<file path="config.mk">
export PLATFORM = sky130hd
export DESIGN_NAME = ysyx_25030093_mem_arbiter_flat
export DESIGN_NICKNAME = d
export VERILOG_FILES = /design/src/rtl/ysyx_25030093_mem_arbiter_if.sv /design/src/rtl/ysyx_25030093_mem_arbiter.sv /design/src/flat_wrapper.sv
export SDC_FILE = /design/constraint.sdc
export NUM_CORES = 1
export LEC_CHECK = 0
export ABC_AREA = 1
export ABC_CLOCK_PERIOD_IN_PS = 4600
export CAP_MARGIN = 5
export CORE_AREA = 3 3 123 125
export CTS_CLUSTER_DIAMETER = 100
export DETAILED_ROUTE_END_ITERATION = 7
export DIE_AREA = 0 0 126 128
export HOLD_SLACK_MARGIN = 0.1
export PLACE_DENSITY = 0.81
export RECOVER_POWER = 25
export SETUP_SLACK_MARGIN = 0.3
export SYNTH_ARGS = -nofsm -noshare
export SYNTH_HDL_FRONTEND = slang
export SYNTH_SLANG_ARGS = --single-unit
</file>
<file path="constraint.sdc">
create_clock -name clk -period 4.6 [get_ports clk]
set_input_delay 0.92 -clock clk [delete_from_list [all_inputs] [get_ports clk]]
set_output_delay 0.92 -clock clk [all_outputs]
set_load 0.01 [all_outputs]
</file>
<file path="src/rtl/ysyx_25030093_mem_arbiter_if.sv">
// Request/response bus shared by the IFU, LSU and memory sides of the arbiter.
interface ysyx_25030093_mem_arbiter_if #(
  parameter int unsigned ADDR_W = 32,
  parameter int unsigned DATA_W = 32
);
  localparam int unsigned MASK_W = DATA_W / 8;

  logic              req_valid;
  logic              req_ready;
  logic [ADDR_W-1:0] addr;
  logic              wen;
  logic [DATA_W-1:0] wdata;
  logic [MASK_W-1:0] wmask;
  logic              resp_valid;
  logic              resp_ready;
  logic [DATA_W-1:0] rdata;
  logic              resp_err;

  // Requester side.
  modport master (
    output req_valid, addr, wen, wdata, wmask, resp_ready,
    input  req_ready, resp_valid, rdata, resp_err
  );

  // Responder side.
  modport slave (
    input  req_valid, addr, wen, wdata, wmask, resp_ready,
    output req_ready, resp_valid, rdata, resp_err
  );
endinterface

</file>
<file path="src/rtl/ysyx_25030093_mem_arbiter.sv">
// Round-robin arbiter sharing one memory port between IFU and LSU, one
// transaction in flight, with a response timeout that yields an error reply.
module ysyx_25030093_mem_arbiter #(
  parameter int unsigned ADDR_W  = 32,
  parameter int unsigned DATA_W  = 32,
  parameter int unsigned TIMEOUT = 255
) (
  input  logic clk,
  input  logic rst,
  ysyx_25030093_mem_arbiter_if.slave  ifu,
  ysyx_25030093_mem_arbiter_if.slave  lsu,
  ysyx_25030093_mem_arbiter_if.master mem
);
  localparam int unsigned MASK_W = DATA_W / 8;
  localparam int unsigned CNT_W  = (TIMEOUT > 0) ? $clog2(TIMEOUT + 1) : 1;

  typedef enum logic [1:0] {S_IDLE, S_ISSUE, S_WAIT, S_REPLY} state_e;
  typedef enum logic {G_IFU = 1'b0, G_LSU = 1'b1} grant_e;

  state_e            state_q, state_d;
  grant_e            grant_q, grant_d;
  grant_e            last_q, last_d;
  logic [ADDR_W-1:0] addr_q, addr_d;
  logic              wen_q, wen_d;
  logic [DATA_W-1:0] wdata_q, wdata_d;
  logic [MASK_W-1:0] wmask_q, wmask_d;
  logic [CNT_W-1:0]  cnt_q, cnt_d;
  logic [DATA_W-1:0] rdata_q, rdata_d;
  logic              err_q, err_d;
  logic              ifu_req_ready_c;
  logic              lsu_req_ready_c;
  logic              resp_hs_c;
  logic              unused_ifu_c;

  // IFU never writes; its write-side bus fields are ignored.
  assign unused_ifu_c = ^{ifu.wen, ifu.wdata, ifu.wmask};

  // Next-state and request-accept logic.
  always_comb begin
    state_d         = state_q;
    grant_d         = grant_q;
    last_d          = last_q;
    addr_d          = addr_q;
    wen_d           = wen_q;
    wdata_d         = wdata_q;
    wmask_d         = wmask_q;
    cnt_d           = cnt_q;
    rdata_d         = rdata_q;
    err_d           = err_q;
    ifu_req_ready_c = 1'b0;
    lsu_req_ready_c = 1'b0;
    resp_hs_c       = (grant_q == G_IFU) ? ifu.resp_ready : lsu.resp_ready;

    case (state_q)
      S_IDLE: begin
        if (ifu.req_valid && (!lsu.req_valid || last_q == G_LSU)) begin
          ifu_req_ready_c = 1'b1;
          grant_d         = G_IFU;
          addr_d          = ifu.addr;
          wen_d           = 1'b0;
          wdata_d         = '0;
          wmask_d         = '0;
          state_d         = S_ISSUE;
        end else if (lsu.req_valid) begin
          lsu_req_ready_c = 1'b1;
          grant_d         = G_LSU;
          addr_d          = lsu.addr;
          wen_d           = lsu.wen;
          wdata_d         = lsu.wdata;
          wmask_d         = lsu.wmask;
          state_d         = S_ISSUE;
        end
      end
      S_ISSUE: begin
        if (mem.req_ready) begin
          cnt_d   = '0;
          state_d = S_WAIT;
        end
      end
      S_WAIT: begin
        if (mem.resp_valid) begin
          rdata_d = wen_q ? '0 : mem.rdata;
          err_d   = mem.resp_err;
          state_d = S_REPLY;
        end else if (TIMEOUT != 0 && cnt_q == CNT_W'(TIMEOUT - 1)) begin
          rdata_d = '0;
          err_d   = 1'b1;
          state_d = S_REPLY;
        end else begin
          cnt_d = cnt_q + CNT_W'(1);
        end
      end
      S_REPLY: begin
        if (resp_hs_c) begin
          last_d  = grant_q;
          state_d = S_IDLE;
        end
      end
      default: state_d = S_IDLE;
    endcase
  end

  // State and datapath registers.
  always_ff @(posedge clk or negedge rst) begin
    if (!rst) begin
      state_q <= S_IDLE;
      grant_q <= G_IFU;
      last_q  <= G_LSU;
      addr_q  <= '0;
      wen_q   <= 1'b0;
      wdata_q <= '0;
      wmask_q <= '0;
      cnt_q   <= '0;
      rdata_q <= '0;
      err_q   <= 1'b0;
    end else begin
      state_q <= state_d;
      grant_q <= grant_d;
      last_q  <= last_d;
      addr_q  <= addr_d;
      wen_q   <= wen_d;
      wdata_q <= wdata_d;
      wmask_q <= wmask_d;
      cnt_q   <= cnt_d;
      rdata_q <= rdata_d;
      err_q   <= err_d;
    end
  end

  assign ifu.req_ready  = ifu_req_ready_c;
  assign lsu.req_ready  = lsu_req_ready_c;
  assign ifu.resp_valid = (state_q == S_REPLY) && (grant_q == G_IFU);
  assign lsu.resp_valid = (state_q == S_REPLY) && (grant_q == G_LSU);
  assign ifu.rdata      = rdata_q;
  assign lsu.rdata      = rdata_q;
  assign ifu.resp_err   = err_q;
  assign lsu.resp_err   = err_q;

  assign mem.req_valid  = (state_q == S_ISSUE);
  assign mem.addr       = addr_q;
  assign mem.wen        = wen_q;
  assign mem.wdata      = wdata_q;
  assign mem.wmask      = wmask_q;
  assign mem.resp_ready = (state_q == S_IDLE) || (state_q == S_WAIT);
endmodule
</file>
<file path="src/flat_wrapper.sv">
// flat-port wrapper written by rule: the top's interface ports become plain ports
module ysyx_25030093_mem_arbiter_flat 
#(
  parameter int unsigned ADDR_W  = 32,
  parameter int unsigned DATA_W  = 32,
  parameter int unsigned TIMEOUT = 255
)
  (clk, rst, ifu_req_valid, ifu_addr, ifu_wen, ifu_wdata, ifu_wmask, ifu_resp_ready, ifu_req_ready, ifu_resp_valid, ifu_rdata, ifu_resp_err, lsu_req_valid, lsu_addr, lsu_wen, lsu_wdata, lsu_wmask, lsu_resp_ready, lsu_req_ready, lsu_resp_valid, lsu_rdata, lsu_resp_err, mem_req_valid, mem_addr, mem_wen, mem_wdata, mem_wmask, mem_resp_ready, mem_req_ready, mem_resp_valid, mem_rdata, mem_resp_err);
  ysyx_25030093_mem_arbiter_if #(.ADDR_W(ADDR_W), .DATA_W(DATA_W)) ifu_i ();
  ysyx_25030093_mem_arbiter_if #(.ADDR_W(ADDR_W), .DATA_W(DATA_W)) lsu_i ();
  ysyx_25030093_mem_arbiter_if #(.ADDR_W(ADDR_W), .DATA_W(DATA_W)) mem_i ();
  input  logic clk;
  input  logic rst;
  input wire logic [$bits(ifu_i.req_valid)-1:0] ifu_req_valid;
  input wire logic [$bits(ifu_i.addr)-1:0] ifu_addr;
  input wire logic [$bits(ifu_i.wen)-1:0] ifu_wen;
  input wire logic [$bits(ifu_i.wdata)-1:0] ifu_wdata;
  input wire logic [$bits(ifu_i.wmask)-1:0] ifu_wmask;
  input wire logic [$bits(ifu_i.resp_ready)-1:0] ifu_resp_ready;
  output wire logic [$bits(ifu_i.req_ready)-1:0] ifu_req_ready;
  output wire logic [$bits(ifu_i.resp_valid)-1:0] ifu_resp_valid;
  output wire logic [$bits(ifu_i.rdata)-1:0] ifu_rdata;
  output wire logic [$bits(ifu_i.resp_err)-1:0] ifu_resp_err;
  input wire logic [$bits(lsu_i.req_valid)-1:0] lsu_req_valid;
  input wire logic [$bits(lsu_i.addr)-1:0] lsu_addr;
  input wire logic [$bits(lsu_i.wen)-1:0] lsu_wen;
  input wire logic [$bits(lsu_i.wdata)-1:0] lsu_wdata;
  input wire logic [$bits(lsu_i.wmask)-1:0] lsu_wmask;
  input wire logic [$bits(lsu_i.resp_ready)-1:0] lsu_resp_ready;
  output wire logic [$bits(lsu_i.req_ready)-1:0] lsu_req_ready;
  output wire logic [$bits(lsu_i.resp_valid)-1:0] lsu_resp_valid;
  output wire logic [$bits(lsu_i.rdata)-1:0] lsu_rdata;
  output wire logic [$bits(lsu_i.resp_err)-1:0] lsu_resp_err;
  output wire logic [$bits(mem_i.req_valid)-1:0] mem_req_valid;
  output wire logic [$bits(mem_i.addr)-1:0] mem_addr;
  output wire logic [$bits(mem_i.wen)-1:0] mem_wen;
  output wire logic [$bits(mem_i.wdata)-1:0] mem_wdata;
  output wire logic [$bits(mem_i.wmask)-1:0] mem_wmask;
  output wire logic [$bits(mem_i.resp_ready)-1:0] mem_resp_ready;
  input wire logic [$bits(mem_i.req_ready)-1:0] mem_req_ready;
  input wire logic [$bits(mem_i.resp_valid)-1:0] mem_resp_valid;
  input wire logic [$bits(mem_i.rdata)-1:0] mem_rdata;
  input wire logic [$bits(mem_i.resp_err)-1:0] mem_resp_err;
  assign ifu_i.req_valid = ifu_req_valid;
  assign ifu_i.addr = ifu_addr;
  assign ifu_i.wen = ifu_wen;
  assign ifu_i.wdata = ifu_wdata;
  assign ifu_i.wmask = ifu_wmask;
  assign ifu_i.resp_ready = ifu_resp_ready;
  assign ifu_req_ready = ifu_i.req_ready;
  assign ifu_resp_valid = ifu_i.resp_valid;
  assign ifu_rdata = ifu_i.rdata;
  assign ifu_resp_err = ifu_i.resp_err;
  assign lsu_i.req_valid = lsu_req_valid;
  assign lsu_i.addr = lsu_addr;
  assign lsu_i.wen = lsu_wen;
  assign lsu_i.wdata = lsu_wdata;
  assign lsu_i.wmask = lsu_wmask;
  assign lsu_i.resp_ready = lsu_resp_ready;
  assign lsu_req_ready = lsu_i.req_ready;
  assign lsu_resp_valid = lsu_i.resp_valid;
  assign lsu_rdata = lsu_i.rdata;
  assign lsu_resp_err = lsu_i.resp_err;
  assign mem_req_valid = mem_i.req_valid;
  assign mem_addr = mem_i.addr;
  assign mem_wen = mem_i.wen;
  assign mem_wdata = mem_i.wdata;
  assign mem_wmask = mem_i.wmask;
  assign mem_resp_ready = mem_i.resp_ready;
  assign mem_i.req_ready = mem_req_ready;
  assign mem_i.resp_valid = mem_resp_valid;
  assign mem_i.rdata = mem_rdata;
  assign mem_i.resp_err = mem_resp_err;
  ysyx_25030093_mem_arbiter #(.ADDR_W(ADDR_W), .DATA_W(DATA_W), .TIMEOUT(TIMEOUT)) u_core (.clk(clk), .rst(rst), .ifu(ifu_i), .lsu(lsu_i), .mem(mem_i));
endmodule
</file>
==> flow_summary.ini <==
[sta]
skew_ps = 8.20
fin_setup_tns_ps = 0
drv_slew = 75
clock.fmax_mhz = 272
setup_ws_ps = 925
period_share = 0.799
finalCriticalPeriod_ps = 3680
relSlewSlack = -0.255
setup_viol = 0
worst_slew_pin_slew_ps = 1880
final-hold-violation-count = 0
rsz0062_at_grt = false

[worst_setup_path]
cpMostUsedCell = clkdlybuf4s50_1
critPathKind = input port to output port
cp-start-kind = input port
rrSetupSlack_ps = 1780
crit_arrival_ps = 2760
cpPeakStageDelay_ps = 590
cp_slowest_cell = clkdlybuf4s50_1
critPathRequiredTime_ps = 3680
cp_max_fo = 33
critPathCaptureType = output port
cp_cell_sequence = clkdlybuf4s50_1 > inv_2 > o21ai_4 > buf_4 > nand2_1 > inv_1 > clkdlybuf4s50_1

[grt]
grt_pass1_vias = 5052
gr-usage-all-layers = 0.197
grt_pass1_wl_microns = 25300
grt_max_degree = 75
antenna_found_initial = 1
overflow = 0

[floorplan]
dieHeight_microns = 128
start_util = 0.386
coreArea_sq_mm = 0.0140
fp.dieArea_sq_mm = 0.0161
fp-row-count = 43
ios = 320
die_w_microns = 126

[logic_synthesis]
syn_area_sq_mm = 0.00539
ys_seq_area_frac = 0.529
synthTopCellsByArea = dfrtp_1 (52%), nand2_1 (24%), buf_4 (4.7%)
yosysWarnings = 0
ys_ff_latch = 114
syn_inst = 694
avgSynthCellArea_sq_um = 7.77
ys_types = 26
synth_top_area_cell = dfrtp_1
yosysTopAreaCellShare = 0.524
syn_nets = 879

[power_and_ir_drop]
switching_share = 0.352
power.leakage_nw = 4.31
power_frac_comb = 0.458
p_int_w = 0.00354
p_clk_frac = 0.223
vdd_drop_max_v = 0.000250
power_frac_seq = 0.318
pwr_density_cell_mw_per_mm2 = 633
p_sw_w = 0.00192

[run]
max_cap_violations = 1

[clocking]
postCtsSetupBuffers = 0
cts_buffers = 17
htree_levels = 4
cts_tree = yes
cts-hold-fix-buffers = 0
post_cts_resize_count = 0
root_buffer = clkbuf_16
clkLatencyLatePin_ps = 400
clkSlewWorstSetupHoldPaths_ps = 50
clockBufferDepth = 2
cts_sinks = 114

[routing]
via_count = 5142
drc = 0
viasPerCell = 4.55
avgRoutedWirePerCell_microns = 14.0
drt_iter0_markers = 163
ant_nets = 0
wl_microns = 15800
dr.pass1.iters = 4

[final_layout]
nFillCells = 1228
fin_nets = 1122
final_common_cell = nand2_1
layout_common_cells = nand2_1 (349), clkdlybuf4s50_1 (280), dfrtp_1 (113)
seqCellArea_sq_mm = 0.00285
syn2layout_area_growth_pct = 60.0
drive_above_1_share = 0.0485
fin_area_sq_mm = 0.00863
multi_input_area_sq_mm = 0.00194

[place]
gp_congestion = 0.855
place_ws_ps = 716
io_buffers = 282
dp_hpwl_microns = 11500
placed_cell_area_sq_mm = 0.00808

[status]
violations = max-capacitance violations, max-slew violations
status = complete, but fails checks

[min_path]
holdCritPathClass = register to register
final timing paths:
| kind | start | end | cells past startpoint |
|---|---|---|---|
| max | lsu_req_valid | lsu_req_ready | 7 |
| min | u_core.mem.addr[12]$_DFFE_PN0P_ | u_core.mem.addr[12]$_DFFE_PN0P_ | 2 |
| max reg2reg | u_core.last_q$_DFFE_PN1P_ | u_core.mem.addr[30]$_DFFE_PN0P_ | 7 |
| min reg2reg | u_core.mem.addr[12]$_DFFE_PN0P_ | u_core.mem.addr[12]$_DFFE_PN0P_ | 2 |
| max in group asynchronous | rst | u_core.mem.wdata[24]$_DFFE_PN0P_ | 2 |
| min in group asynchronous | rst | u_core.mem.addr[21]$_DFFE_PN0P_ | 1 |
sequential cells by signal, summed over array words and instances, names as in the netlist:
signal / flops
u_core.ifu.rdata: 32
u_core.mem.addr: 32
u_core.mem.wdata: 32
u_core.cnt_q: 8
u_core.mem.wmask: 4
u_core.state_q: 2
u_core.grant_q: 1
u_core.ifu.resp_err: 1
u_core.last_q: 1
u_core.mem.wen: 1
synth_stat cells:
library cell    n
a31oi_1         1
buf_1           4
buf_2          11
buf_4          34
buf_6           2
clkbuf_1       12
dfrtp_1       113
dfstp_2         1
ha_1            6
inv_1          53
inv_2           3
nand2_1       349
nand2_2         4
nand3_1        37
nand3_2         1
nand3b_1        1
nand4_1         1
nor2_1         15
nor2_2          1
nor3_1          1
o211ai_1        1
o21ai_0        37
o21ai_1         1
o21ai_4         1
or2_2           2
xor2_1          2
metrics by stage:
| step | std cells | total power [W] | hold WS [ps] | utilization |
|---|---|---|---|---|
| 3_3_place_gp | 1098 | 0.00423 | 452 | 0.578 |
| 2_1_floorplan | 694 | 0.00296 | 474 | - |
| 5_1_grt | 1129 | 0.00585 | 487 | 0.617 |
| 3_5_place_dp | 1098 | 0.00429 | 457 | 0.578 |
| 6_report | 1129 | 0.00547 | 468 | 0.617 |
| 4_1_cts | 1128 | 0.00554 | 470 | 0.618 |
critical path: cells and delay by family:
family	cells	cell delay (ps)
compound gates	1	130
simple gates	1	90
buf+inv	5	1610
routing by layer:
| metal | routed length (microns) | vias up | GRT usage |
|---|---|---|---|
| met5 | 0 | - | 0 |
| met4 | 378 | 0 | 0.0833 |
| met3 | 1460 | 26 | 0.0746 |
| met2 | 7610 | 232 | 0.333 |
| met1 | 6310 | 2325 | 0.223 |
| li1 | - | 2559 | - |
power groups by stage:
stage	combinational (W)	sequential (W)	clock (W)
global route	0.00275	0.00181	0.00130
detailed placement	0.00254	0.00175	0
global placement	0.00250	0.00173	0
finish	0.00251	0.00174	0.00122
CTS	0.00255	0.00174	0.00125
floorplan	0.00105	0.00191	0
layout make-up:
class	instances	area share
well taps	180	0.0261
inverters	56	0.0244
diodes	1	0.000290
multi-input cells	461	0.224
clock buffers	21	0.0545
clock inverters	9	0.00971
repair buffers	287	0.330
flip-flops and latches	114	0.331
logic make-up (layout without fill, tap and decap cells):
group | Yosys count | count (layout) | synth area share
flip-flops | 114 | 114 | 0.529
other | 0 | 1 | 0
XOR/XNOR | 2 | 2 | 0.00325
buffers and inverters | 119 | 373 | 0.112
AND/OR/NAND/NOR | 412 | 412 | 0.301
adder cells (fa/ha/maj) | 6 | 6 | 0.0139
AO/OA/AOI/OAI | 41 | 41 | 0.0408
Power figures use the tool's default switching activity.
==> patch 1, RTL diff (same flow settings) <==
Re-encode `state_e` (4 states) as one-hot, 4 bits wide.
--- a/src/rtl/ysyx_25030093_mem_arbiter.sv
+++ b/src/rtl/ysyx_25030093_mem_arbiter.sv
@@ -15,5 +15,5 @@
   localparam int unsigned CNT_W  = (TIMEOUT > 0) ? $clog2(TIMEOUT + 1) : 1;
 
-  typedef enum logic [1:0] {S_IDLE, S_ISSUE, S_WAIT, S_REPLY} state_e;
+  typedef enum logic [3:0] {S_IDLE = 4'b0001, S_ISSUE = 4'b0010, S_WAIT = 4'b0100, S_REPLY = 4'b1000} state_e;
   typedef enum logic {G_IFU = 1'b0, G_LSU = 1'b1} grant_e;
 
Check against the original RTL: no difference found for any inputs over 4 cycles, from zero or initial values and one cycle with rst low; so few cycles prove little.
==> patch 1 against the unedited design <==
- the run still ends with capacitance limit, slew limit left
- sequential share of layout area grew 0.14 points
- clock power up 9%
- final area up 1.4%
- wire length rose by 1.0%
- sequential cell count increased by 2
- power is essentially flat
- synthesized area is 2.6% higher
- clock skew fell by 0.0028 ns
- setup slack gained 0.24 ns
- count of clock-buffer cells in the layout decreased by 1
- largest cell class unchanged
- largest power group unchanged
==> patch 1: results <==
set metrics [dict create \
    cap_violations 1 \
    synthAdderAreaFrac 0.00452 \
    cell_internal_pwr_w 0.00355 \
    postSynthAreaPerCell_sq_um 8.21 \
    wire_per_inst_um 14.4 \
    reg2reg_slack_ns 2.79 \
    outcome "finished, violations left" \
    synth-xor-area-share 0 \
    crit_start "ifu_req_valid" \
    drt-vias-per-instance 4.56 \
    min_from "u_core.mem.wdata[8]" \
    met3_usage 0.0683 \
    skew_ns 0.00535 \
    vdd_drop_max_mv 0.388 \
    drtIter0Drc 258 \
    antenna_cells 0 \
    grt_antenna_before_repair 0 \
    tightestPinTransition_ns 1.68 \
    p_leak_nw 4.19 \
    worstPathMaxFanout 4 \
    gp_congestion 0.803 \
    firstDrtPassIters 6 \
    grt_pass1_wl_mm 25.2 \
    drive_gt1_frac 0.0818 \
    synth_compound_area_frac 0.0735 \
    use_met2 0.331 \
    worstReg2RegEnd "u_core.mem.wdata[3]" \
    dp_hpwl_mm 11.6 \
    grtUsageMet1 0.237 \
    vias 5056 \
    slew_viol_final 68 \
    violations "capacitance limit, slew limit" \
    r2r_cells 9 \
    grt_max_degree 90 \
    dpl_worst_slack_ns 1.24 \
    grt_pass1_vias 4891 \
]
==> patch 1: cell type report <==
cell class / instances / area (sq um)
fillers: 1154 / 5240
flip-flops and latches: 116 / 2910
repair buffers: 287 / 2860
multi-input cells: 440 / 1950
clock buffers: 20 / 447
well taps: 180 / 225
inverters: 54 / 203
clock inverters: 12 / 156
==> patch 1: metrics by stage <==
stage          instance area (sq um)  power [W]  hold WS [ns]   util
2_1_floorplan                   5530    0.00299         0.458      -
3_3_place_gp                    8170    0.00412         0.461  0.584
3_5_place_dp                    8170    0.00417         0.464  0.584
5_1_grt                         8750    0.00584         0.499  0.625
6_report                        8750    0.00547         0.475  0.625
4_1_cts                         8770    0.00555         0.481  0.627
==> patch 1: per-layer routing <==
| layer | wire, um | vias to the layer above |
|---|---|---|
| met2 | 7930 | 201 |
| li1 | - | 2542 |
| met4 | 315 | 0 |
| met1 | 6440 | 2286 |
| met3 | 1230 | 27 |
| met5 | 0 | - |
==> patch 1: kinds of logic (layout without fill, tap and decap cells) <==
| logic type | count (synthesis) | in the layout |
|---|---|---|
| adders and majority gates | 2 | 2 |
| DFF | 116 | 116 |
| buffers and inverters | 118 | 373 |
| and+or+nand+nor | 361 | 361 |
| AOI/OAI and AO/OA | 77 | 77 |
==> patch 1: worst max-delay path by stage <==
stage,to,slack [ns],cells past startpoint
3_3_place_gp,lsu_req_ready,1.28,6
2_1_floorplan,lsu_req_ready,2.23,5
4_1_cts,lsu_req_ready,1.24,6
6_report,lsu_req_ready,1.17,6
3_5_place_dp,lsu_req_ready,1.24,6
5_1_grt,u_core.mem.addr[2],0.98,2
==> patch 1: worst min-delay path, delay by kind of cell, from the launching register on <==
kind / cells / cell delay (ns)
AND/OR/NAND/NOR: 2 / 0.11
flip-flops: 1 / 0.33
==> patch 1: power by group through the flow <==
| stage | logic (W) | registers (W) | clock network, W |
|---|---|---|---|
| 4_1_cts | 0.00247 | 0.00171 | 0.00136 |
| 2_1_floorplan | 0.00112 | 0.00187 | 0 |
| 6_report | 0.00243 | 0.00171 | 0.00133 |
| 3_5_place_dp | 0.00246 | 0.00171 | 0 |
| 5_1_grt | 0.00266 | 0.00177 | 0.00141 |
| 3_3_place_gp | 0.00241 | 0.00171 | 0 |
==> patch 2, RTL diff (same settings) <==
Without the edit above. `TIMEOUT` is set to 255 in 2 places; all go to 510.
--- a/src/rtl/ysyx_25030093_mem_arbiter.sv
+++ b/src/rtl/ysyx_25030093_mem_arbiter.sv
@@ -4,5 +4,5 @@
   parameter int unsigned ADDR_W  = 32,
   parameter int unsigned DATA_W  = 32,
-  parameter int unsigned TIMEOUT = 255
+  parameter int unsigned TIMEOUT = 510
 ) (
   input  logic clk,
--- a/src/flat_wrapper.sv
+++ b/src/flat_wrapper.sv
@@ -4,5 +4,5 @@
   parameter int unsigned ADDR_W  = 32,
   parameter int unsigned DATA_W  = 32,
-  parameter int unsigned TIMEOUT = 255
+  parameter int unsigned TIMEOUT = 510
 )
   (clk, rst, ifu_req_valid, ifu_addr, ifu_wen, ifu_wdata, ifu_wmask, ifu_resp_ready, ifu_req_ready, ifu_resp_valid, ifu_rdata, ifu_resp_err, lsu_req_valid, lsu_addr, lsu_wen, lsu_wdata, lsu_wmask, lsu_resp_ready, lsu_req_ready, lsu_resp_valid, lsu_rdata, lsu_resp_err, mem_req_valid, mem_addr, mem_wen, mem_wdata, mem_wmask, mem_resp_ready, mem_req_ready, mem_resp_valid, mem_rdata, mem_resp_err);
Check against the original RTL: no difference found for any inputs over 4 cycles, from zero or initial values and one cycle with rst low; that may be too few to reach the edited logic, so the function may still have changed.
==> patch 2 against the unedited design <==
- the flow still finishes with violations (capacitance limit, slew limit)
- wire length increased by 1.2%
- synthesized cell count increased by 1.4%
- final area increased by 1.1%
- synthesized area increased by 0.53%
- setup slack improved by 0.28 ns
- power increased by 1.7%
- sequential cell count increased by 1
- critical path type unchanged
- critical endpoint unchanged
- largest cell class is now buffers
==> patch 2: results <==
set metrics [dict create \
    rr_startpoint "u_core.state_q[0]" \
    gp_congestion 0.832 \
    switching_share 0.353 \
    postSynthAreaPerCell_sq_um 7.70 \
    layout.cells.non_filler 1143 \
    place_area_sq_um 8150 \
    r2r_cells 5 \
    grt_max_degree 62 \
    firstDrtPassIters 5 \
    dpl_worst_slack_ns 1.18 \
    synth_nets 890 \
    worstReg2RegEnd "u_core.ifu.rdata[6]" \
    reg2reg_slack_ns 2.24 \
    vdd_drop_max_mv 0.333 \
    grt_antenna_before_repair 0 \
    drive_gt1_frac 0.0488 \
    wire_per_inst_um 14.0 \
    slew_viol_final 55 \
    dp_hpwl_mm 11.7 \
    drtIter0Drc 159 \
    outcome "finished, violations left" \
    synthTopCellsByCount "nand2_1, dfrtp_1, inv_1" \
    synthTopCellsByArea "dfrtp_1, nand2_1, buf_4, o21ai_0, inv_1" \
    arrival_ns 2.47 \
    tightestPinTransition_ns 3.04 \
    skew_ns 0.00709 \
    seq_area_frac_synth 0.531 \
    whs_ns 0.465 \
    drt-vias-per-instance 4.49 \
    violations "capacitance limit, slew limit" \
    cap_violations 1 \
]
==> patch 2: cell families (layout without fill, tap and decap cells) <==
group	after synthesis	in the layout	share of synthesized area
flip-flops	115	115	0.531
AO/OA/AOI/OAI	50	50	0.0491
buffers and inverters	116	375	0.109
AND/OR/NAND/NOR	416	416	0.295
adder cells (fa/ha/maj)	7	7	0.0162
==> patch 2: final cells by class <==
cell class	instances	area (sq um)
Fill cell	1212	5260
Timing Repair Buffer	288	2890
Sequential cell	115	2880
Multi-Input combinational cell	473	1950
Clock buffer	20	447
Tap cell	180	225
Inverter	55	206
Clock inverter	12	134
==> patch 2: worst min-delay path by stage <==
stage	from	end	cells after the start
after floorplan	u_core.state_q[1]	u_core.state_q[1]	2
after global placement	u_core.mem.wdata[16]	u_core.mem.wdata[16]	2
after detailed placement	u_core.mem.addr[13]	u_core.mem.addr[13]	2
after CTS	u_core.mem.addr[13]	u_core.mem.addr[13]	2
after global routing	u_core.mem.addr[22]	u_core.mem.addr[22]	2
final	u_core.mem.wdata[21]	u_core.mem.wdata[21]	2
==> patch 2: routing by layer <==
layer / vias to the layer above / share of wire / track usage
met5: - / 0 / 0
met3: 18 / 0.093 / 0.0800
met2: 223 / 0.49 / 0.337
li1: 2579 / - / -
met1: 2310 / 0.40 / 0.230
met4: 0 / 0.013 / 0.0606
==> patch 2: power by group through the flow <==
| stage | logic [W] | clock network (W) | registers [W] |
|---|---|---|---|
| after CTS | 0.00258 | 0.00130 | 0.00175 |
| after detailed placement | 0.00257 | 0 | 0.00176 |
| final | 0.00253 | 0.00127 | 0.00175 |
| after global routing | 0.00278 | 0.00134 | 0.00181 |
| after global placement | 0.00253 | 0 | 0.00174 |
| after floorplan | 0.00105 | 0 | 0.00192 |
